<file path="config.mk">
export PLATFORM = sky130hd
export DESIGN_NAME = pattern_sequencer
export DESIGN_NICKNAME = d
export VERILOG_FILES = /design/src/rtl/tracker_pkg.sv /design/src/rtl/pattern_sequencer_ram.sv /design/src/rtl/pattern_sequencer.sv
export SDC_FILE = /design/constraint.sdc
export NUM_CORES = 1
export LEC_CHECK = 0
export ABC_AREA = 1
export CELL_PAD_IN_SITES_DETAIL_PLACEMENT = 0
export CELL_PAD_IN_SITES_GLOBAL_PLACEMENT = 1
export CORE_MARGIN = 8
export CORE_UTILIZATION = 30
export CTS_CLUSTER_DIAMETER = 30
export DETAILED_ROUTE_END_ITERATION = 6
export HOLD_SLACK_MARGIN = 0.06
export MAX_ROUTING_LAYER = met4
export PLACE_DENSITY_LB_ADDON = 0.1
export RECOVER_POWER = 100
export SLEW_MARGIN = 20
export SYNTH_ARGS = -nofsm -noshare
export SYNTH_HDL_FRONTEND = slang
export SYNTH_SLANG_ARGS = --single-unit
</file>
<file path="constraint.sdc">
create_clock -name clk -period 2.7 [get_ports clk]
set_clock_uncertainty 0.2 [all_clocks]
set_input_delay 0.54 -clock clk [delete_from_list [all_inputs] [get_ports clk]]
set_output_delay 0.54 -clock clk [all_outputs]
set_load 0.005 [all_outputs]
</file>
<file path="src/rtl/tracker_pkg.sv">
// Shared tracker types: instrument codes, note bundle and pattern row layout.
// Imported by the tracker and by pattern_sequencer.
package tracker_pkg;

    typedef enum logic [1:0] {
        INSTR_SIN    = 2'd0,
        INSTR_SQUARE = 2'd1,
        INSTR_SAW    = 2'd2,
        INSTR_RAND   = 2'd3
    } instr_e;

    typedef struct packed {
        instr_e instrument;
    } note_tp;

    typedef struct packed {
        instr_e     instrument;
        logic [3:0] speed;
    } row_tp;

    typedef enum logic {
        S_IDLE,
        S_PLAY
    } seq_state_e;

    localparam row_tp ROW_CLEAR = '{instrument: INSTR_SIN, speed: 4'd0};

endpackage

</file>
<file path="src/rtl/pattern_sequencer_ram.sv">
// pattern_ram: ROWS x row_tp store, one sync write port, one comb read port.
// Read of the row being written this cycle returns the new data.
module pattern_ram
    import tracker_pkg::*;
#(
    parameter int ROWS   = 16,
    parameter int ADDR_W = $clog2(ROWS)
) (
    input  logic              clk,
    input  logic              rst,
    input  logic              wr_en,
    input  logic [ADDR_W-1:0] wr_addr,
    input  row_tp             wr_data,
    input  logic [ADDR_W-1:0] rd_addr,
    output row_tp             rd_data
);

    row_tp mem [ROWS];

    always_ff @(posedge clk) begin
        if (rst) begin
            for (int i = 0; i < ROWS; i++) begin
                mem[i] <= ROW_CLEAR;
            end
        end else if (wr_en) begin
            mem[wr_addr] <= wr_data;
        end
    end

    assign rd_data = (wr_en && wr_addr == rd_addr) ? wr_data : mem[rd_addr];

endmodule

</file>
<file path="src/rtl/pattern_sequencer.sv">
// Pattern sequencer: steps through pattern_ram rows, driving note/speed.
// Define SEQ_LOOP_EN to loop back to row 0 at pattern end (else one-shot).
module pattern_sequencer
    import tracker_pkg::*;
#(
    parameter int ROWS           = 16,
    parameter int ADDR_W         = $clog2(ROWS),
    parameter int TICKS_PER_STEP = 256
) (
    input  logic              clk,
    input  logic              rst,
    input  logic              wr_en,
    input  logic [ADDR_W-1:0] wr_addr,
    input  logic [1:0]        wr_instr,
    input  logic [3:0]        wr_speed,
    input  logic [ADDR_W-1:0] last_row,
    input  logic              play,
    input  logic              stop,
    output note_tp            note,
    output logic [3:0]        speed,
    output logic [ADDR_W-1:0] row,
    output logic              row_strobe,
    output logic              playing
);

    localparam int CNT_W = $clog2(TICKS_PER_STEP);

    seq_state_e        state;
    seq_state_e        next_state;
    logic [CNT_W-1:0]  cnt;
    logic [ADDR_W-1:0] row_q;
    logic [ADDR_W-1:0] last_q;
    note_tp            note_q;
    logic [3:0]        speed_q;
    logic              strobe_q;

    logic              load;
    logic              go_idle;
    logic [ADDR_W-1:0] load_addr;
    logic              step_end;
    row_tp             wr_row;
    row_tp             rd_row;

    assign wr_row   = '{instrument: instr_e'(wr_instr), speed: wr_speed};
    assign step_end = (cnt == CNT_W'(TICKS_PER_STEP - 1));

    pattern_ram #(
        .ROWS   (ROWS),
        .ADDR_W (ADDR_W)
    ) u_ram (
        .clk     (clk),
        .rst     (rst),
        .wr_en   (wr_en),
        .wr_addr (wr_addr),
        .wr_data (wr_row),
        .rd_addr (load_addr),
        .rd_data (rd_row)
    );

    always_ff @(posedge clk) begin
        if (rst) begin
            state <= S_IDLE;
        end else begin
            state <= next_state;
        end
    end

    always_comb begin
        next_state = state;
        load       = 1'b0;
        go_idle    = 1'b0;
        load_addr  = '0;
        unique case (state)
            S_IDLE: begin
                if (play && !stop) begin
                    next_state = S_PLAY;
                    load       = 1'b1;
                end
            end
            S_PLAY: begin
                if (stop) begin
                    next_state = S_IDLE;
                    go_idle    = 1'b1;
                end else if (step_end) begin
                    if (row_q == last_q) begin
`ifdef SEQ_LOOP_EN
                        load = 1'b1;
`else
                        next_state = S_IDLE;
                        go_idle    = 1'b1;
`endif
                    end else begin
                        load      = 1'b1;
                        load_addr = row_q + 1'b1;
                    end
                end
            end
            default: next_state = S_IDLE;
        endcase
    end

    // Row/tick datapath; rows are latched so later RAM writes don't leak out.
    always_ff @(posedge clk) begin
        if (rst) begin
            cnt      <= '0;
            row_q    <= '0;
            last_q   <= '0;
            note_q   <= '{instrument: INSTR_SIN};
            speed_q  <= '0;
            strobe_q <= 1'b0;
        end else begin
            strobe_q <= load;
            if (state == S_IDLE && load) begin
                last_q <= last_row;
            end
            if (load) begin
                cnt               <= '0;
                row_q             <= load_addr;
                note_q.instrument <= rd_row.instrument;
                speed_q           <= rd_row.speed;
            end else if (go_idle) begin
                cnt      <= '0;
                row_q    <= '0;
                note_q   <= '{instrument: INSTR_SIN};
                speed_q  <= '0;
            end else if (state == S_PLAY) begin
                cnt <= cnt + 1'b1;
            end
        end
    end

    always_comb begin
        note       = note_q;
        speed      = speed_q;
        row        = row_q;
        row_strobe = strobe_q;
        playing    = (state == S_PLAY);
    end

endmodule

</file>
Word-level counts from Yosys, hierarchy flattened
Memories as Yosys holds them, arrays and structs flattened.
Index checks and enable logic that the tools add are counted.
{"block": "classes", "add_sub_neg": 2, "mul": 0, "n_div": 0, "n_lt_le_gt_ge": 0, "eq_ne": 3, "n_shift": 0, "mux": 30, "n_bitwise": 1, "reduce_logical": 7}
{"cell": "$mux W4", "count": 8}
{"cell": "$mux W1", "count": 16}
{"cell": "$mux W6", "count": 2}
{"cell": "$add A8 B1 Y8 const B", "count": 1}
{"cell": "$eq A4 B4 Y1", "count": 2}
{"cell": "$eq A8 B8 Y1 const B", "count": 1}
{"cell": "$reduce_or A6 Y1", "count": 1}
{"cell": "$add A4 B1 Y4 const B", "count": 1}
{"cell": "$mux W2", "count": 2}
{"cell": "$pmux W1 S2", "count": 2}
{"cell": "$logic_and A1 B1 Y1", "count": 3}
{"cell": "$reduce_or A3 Y1", "count": 1}
{"cell": "$reduce_bool A2 Y1", "count": 1}
{"cell": "$logic_not A1 Y1", "count": 1}
{"cell": "$not A1 Y1", "count": 1}
{"block": "totals", "ff_bits": 24, "latch_bits": 0, "mem_bits_rw": 96, "mem_bits_ro": 0, "out_inout_bits": 12, "wordCells": 51, "mem_count": 1}
{"name": "u_ram.mem", "words": 16, "word_bits": 6, "rd": 1, "rd_ports_with_merged_regs": 0, "wr": 16, "line": "pattern_sequencer_ram.sv:18", "source": "row_tp mem [ROWS];"}

Logic depth before layout (Yosys ltp)
{"block": "depth", "depth_word": 9, "depth_mapped": 16}

Hierarchy
Synthesis repeated with hierarchy kept, for this count alone.
{"block": "unflattened", "cells_unflattened": 722, "hier_area_um2": 6060.8}
{"module": "pattern_ram", "n_inst": 1, "cells_each": 572, "area_per_inst_um2": 4875.9, "seq_area_each_um2": 2882.8}
{"module": "pattern_sequencer", "n_inst": 1, "cells_each": 150, "area_per_inst_um2": 1184.9, "seq_area_each_um2": 480.5}

Worst setup path before layout
Ideal clock, no wire load.
{"block": "synth_path", "path_type": "reg2reg", "from": "reg cnt[0]", "to": "reg note_q (netlist bit note[0])", "setup_time_ns": 0.112, "arrival_ns": 1.745, "slack_ns": 0.643, "stages_incl_launch_ff": 17, "period_less_slack_ns": 2.057, "cell_sequence": "dfxtp_1 ha_1 inv_1 nor2_4 nand2_2 nor2_2 nand3_1 buf_2 buf_4 nor2_1 nand2_1 nand3_1 nand3_1 nand2_1 nand2_1 nand2_1 nand2_1"}
{"block": "synth_between", "elab_chain_len": 8, "word_cells_on_any_way": 16, "cone_classes": "eq/ne (2); mux (11); reduce/logical (2); memory (1)"}
{"element": "from (decl)", "line": "pattern_sequencer.sv:30", "source": "logic [CNT_W-1:0] cnt;"}
{"element": "from (signal assigned)", "line": "pattern_sequencer.sv:127", "source": "cnt <= cnt + 1'b1;"}
{"element": "$eq A8 B8 Y1 *", "line": "pattern_sequencer.sv:45", "source": "assign step_end = (cnt == CNT_W'(TICKS_PER_STEP - 1));"}
{"element": "parallel branches: the longest is 7 deep, another holds $mem_v2 Z16 W6"}
{"element": "to (signal assigned)", "line": "pattern_sequencer.sv:108", "source": "note_q <= '{instrument: INSTR_SIN};"}
{"element": "to (signal assigned)", "line": "pattern_sequencer.sv:124", "source": "note_q <= '{instrument: INSTR_SIN};"}
{"element": "to (decl)", "line": "pattern_sequencer.sv:33", "source": "note_tp note_q;"}
Mark *: on every way between the ends.
A chain may end at the register's enable or synchronous reset.

Final worst setup path
{"block": "layout_path", "from": "reg row_q[0] (netlist: row[0])", "to": "reg note_q (netlist bit note[0])"}
{"block": "layout_between", "elab_chain_len": 9, "word_cells_on_any_way": 20, "cone_classes": "add/sub (1); eq/ne (2); mux (14); reduce/logical (2); memory (1)"}
{"element": "from (decl)", "line": "pattern_sequencer.sv:31", "source": "logic [ADDR_W-1:0] row_q;"}
{"element": "from (signal assigned)", "line": "pattern_sequencer.sv:118", "source": "row_q <= load_addr;"}
{"element": "parallel branches: the longest is 9 deep, another holds $mem_v2 Z16 W6"}
Several ways; the timed one is not identified.

==> impl_metrics.env <==
export IMPL_gr_total_overflow=0
export IMPL_synth_area_um2=5850
export IMPL_yosysUniqueCellTypes=30
export IMPL_drtIter0Drc=361
export IMPL_cts_root_buf="clkbuf_16"
export IMPL_setup_viol=0
export IMPL_drc_errors=0
export IMPL_vdd_ir_drop_max_mv=0.441
export IMPL_synth_mux_area_share_pct=0
export IMPL_rsz0062_at_grt="no"
export IMPL_wl_per_cell_um=17.2
export IMPL_start_util_pct=30.3
export IMPL_clk_pin_slew_ns=0.05
export IMPL_antennaDiodeCount=0
export IMPL_tightest_slew_ns=0.842
export IMPL_grt_pass1_wl_mm=27.6
export IMPL_min_period_ns=2.42
export IMPL_grt_pass1_vias=4912
export IMPL_die_area_um2=24200
export IMPL_fin_setup_tns_ns=0
export IMPL_yosys_area_share_simple_pct=33.0
export IMPL_pin_count=31
export IMPL_synthAdderAreaFrac_pct=0.428
export IMPL_crit_fanout=18
export IMPL_ctsResizeCount=0
export IMPL_via_count=4838
export IMPL_cts_buffers=17
export IMPL_cts_setup_buffers=0
export IMPL_clockBufferDepth=2
export IMPL_htree_levels=4
export IMPL_yosys_warnings=0
export IMPL_startpoint_type="flip-flop"
export IMPL_synth_top_family_by_area="simple AND/OR/NAND/NOR gates"
export IMPL_routed_wl_mm=17.6
export IMPL_dieWidth_um=156
export IMPL_synthTopCellsByArea="edfxtp_1 (49%), nand2_1 (11%), nor2_1 (9.6%)"
export IMPL_syn_area_per_cell_um2=8.59
export IMPL_grt_usage_pct=15.6
export IMPL_grt_max_degree=33
export IMPL_ant_nets=0
export IMPL_tritoncts="done"
export IMPL_dp_hpwl_mm=12.6
export IMPL_p_per_area_nw_per_um2=638
export IMPL_dieHeight_um=156
export IMPL_synth_compound_area_share_pct=1.54
export IMPL_via_per_inst=4.74
export IMPL_fin_hold_ws_ns=0.251
export IMPL_cts_num_sinks=120
export IMPL_clock_latency_ns=0.42
export IMPL_placementRows=51
export IMPL_p_leak_nw=3.04
export IMPL_cts_hold_buf=0
export IMPL_final_layout_size_suffix_gt1_share_pct=8.48
export IMPL_fmax_mhz=412
export IMPL_finalNetCount=764
export IMPL_io_buffers=30
export IMPL_antenna_found_initial=0
export IMPL_min_path_type="reg -> reg"
export IMPL_hold_viol_final=0
export IMPL_syn_to_final_growth_pct=22.7
export IMPL_drv_slew=0
export IMPL_max_cap_violations=0
export IMPL_critPathRequiredTime_ns=2.86
export IMPL_fin_util_pct=37.2
export IMPL_cp_arrival_ns=2.59
export IMPL_crit_type="reg -> reg"
export IMPL_ys_seq_elements=120
export IMPL_power_w=0.00458
export IMPL_yosys_area_top_type_share_pct=49.3
export IMPL_r2r_slack_ns=0.28
export IMPL_gp_congestion=0.820
export IMPL_end_kind="flip-flop"
export IMPL_yosysSeqAreaShare_pct=57.5
export IMPL_syn_inst=681
export IMPL_core_area_um2=19300
export IMPL_synth_top_cell_by_area="edfxtp_1"
export IMPL_syn_num_nets=702
export IMPL_fin_crit_sh_pct=89.8
export IMPL_synth_xor_area_share_pct=1.35
export IMPL_status="completed"
export IMPL_slew_limit_headroom_pct=43.5
export IMPL_firstDrtPassIters=5
critical path, stage by stage (launching register included):
cell     delay [ns]
dfxtp_1        0.53
inv_2          0.07
nand2_1        0.06
nand2_1        0.05
nor2_1         0.19
nand2_4        0.20
nand3_1        0.16
buf_4          0.24
nor2_1         0.06
nand2_1        0.08
nand3_1        0.17
nand3_1        0.13
nand2_1        0.05
nand2_1        0.07
nand2_1        0.05
nand2_1        0.04
where the power goes:
group          leakage, nW  total, W  switching (W)  internal, W
logic                 1.66  0.000317       0.000219    0.0000979
registers             1.11   0.00213      0.0000363      0.00209
clock network        0.266   0.00214       0.000805      0.00133
cell families after synthesis:
group / Yosys count
xor+xnor: 9
flops: 120
simple gates: 445
fa+ha+maj: 2
compound gates: 17
buf+inv: 88
synth_stat cells:
cell type and number:
nand2_1 168, nor2_1 149, edfxtp_1 96, nand3_1 84
inv_1 49, nand4_1 27, dfxtp_1 24, clkbuf_1 16
buf_2 11, xor2_1 8, a21oi_1 7, clkinv_1 6
o21ai_0 5, o22ai_1 4, nand2_2 3, nor2_2 3
nor2_4 3, buf_6 2, ha_1 2, inv_2 2
nand3_2 2, nor3_1 2, buf_1 1, buf_4 1
nand3_4 1, nand3b_1 1, nor2_8 1, o21ai_1 1
or2_2 1, xnor2_1 1
state kept, by name, indices dropped and copies added, names as in the netlist:
name,cells
last_q,4
row,4
playing,1
row_strobe,1
cnt,8
speed,4
u_ram.mem,96
note,2
through the flow:
stage,instances,instance area [µm²],setup WS [ns]
finish,1020,7180,0.276
global route,1020,7180,0.0413
detailed placement,989,6720,0.00851
floorplan,681,5850,0.643
CTS,1020,7260,0.169
global placement,989,6720,-0.0128
cell usage in the layout (no fill, tap or decap):
cell and count:
nand2_1 168, nor2_1 149, edfxtp_1 96, nand3_1 84
inv_1 49, nand4_1 27, clkbuf_1 24, dfxtp_1 24
clkbuf_16 17, buf_4 17, clkdlybuf4s50_1 16, dlygate4sd3_1 14
clkinv_1 9, xor2_1 8, a21oi_1 7, o21ai_0 5
o22ai_1 4, clkinv_2 4, buf_12 4, nor2_2 3
nor2_4 3, nor3_1 2, nand2_2 2, inv_2 2
nand3_2 2, ha_1 2, bufinv_16 2, nand2_4 1
or2_2 1, nor2_8 1, nand3_4 1, nand3b_1 1
xnor2_1 1, o21ai_1 1, clkinv_4 1, clkinvlp_4 1
clkbuf_4 1, clkbuf_2 1
per-layer routing:
layer	routed length, µm	up-vias	GRT usage, %
li1	-	2371	-
met1	8100	2354	18.7
met2	8610	97	26.3
met3	632	16	2.99
met4	211	0	4.90
met5	0	-	-
path summary, 6_finish.rpt:
| path | start | to | depth (start not counted) |
|---|---|---|---|
| hold / removal | note[1] | note[1] | 2 |
| setup / recovery | row[0] | note[0] | 15 |
| hold reg to reg | note[1] | note[1] | 2 |
| setup reg to reg | row[0] | note[0] | 15 |
cell type report:
cell class | instances | area (µm²)
Tap cell | 265 | 332
Fill cell | 2001 | 12200
Inverter | 57 | 214
Sequential cell | 120 | 3360
Clock inverter | 11 | 108
Multi-Input combinational cell | 473 | 2130
Timing Repair Buffer | 74 | 599
Clock buffer | 20 | 437
No activity file was read; power rests on OpenSTA's default activity.
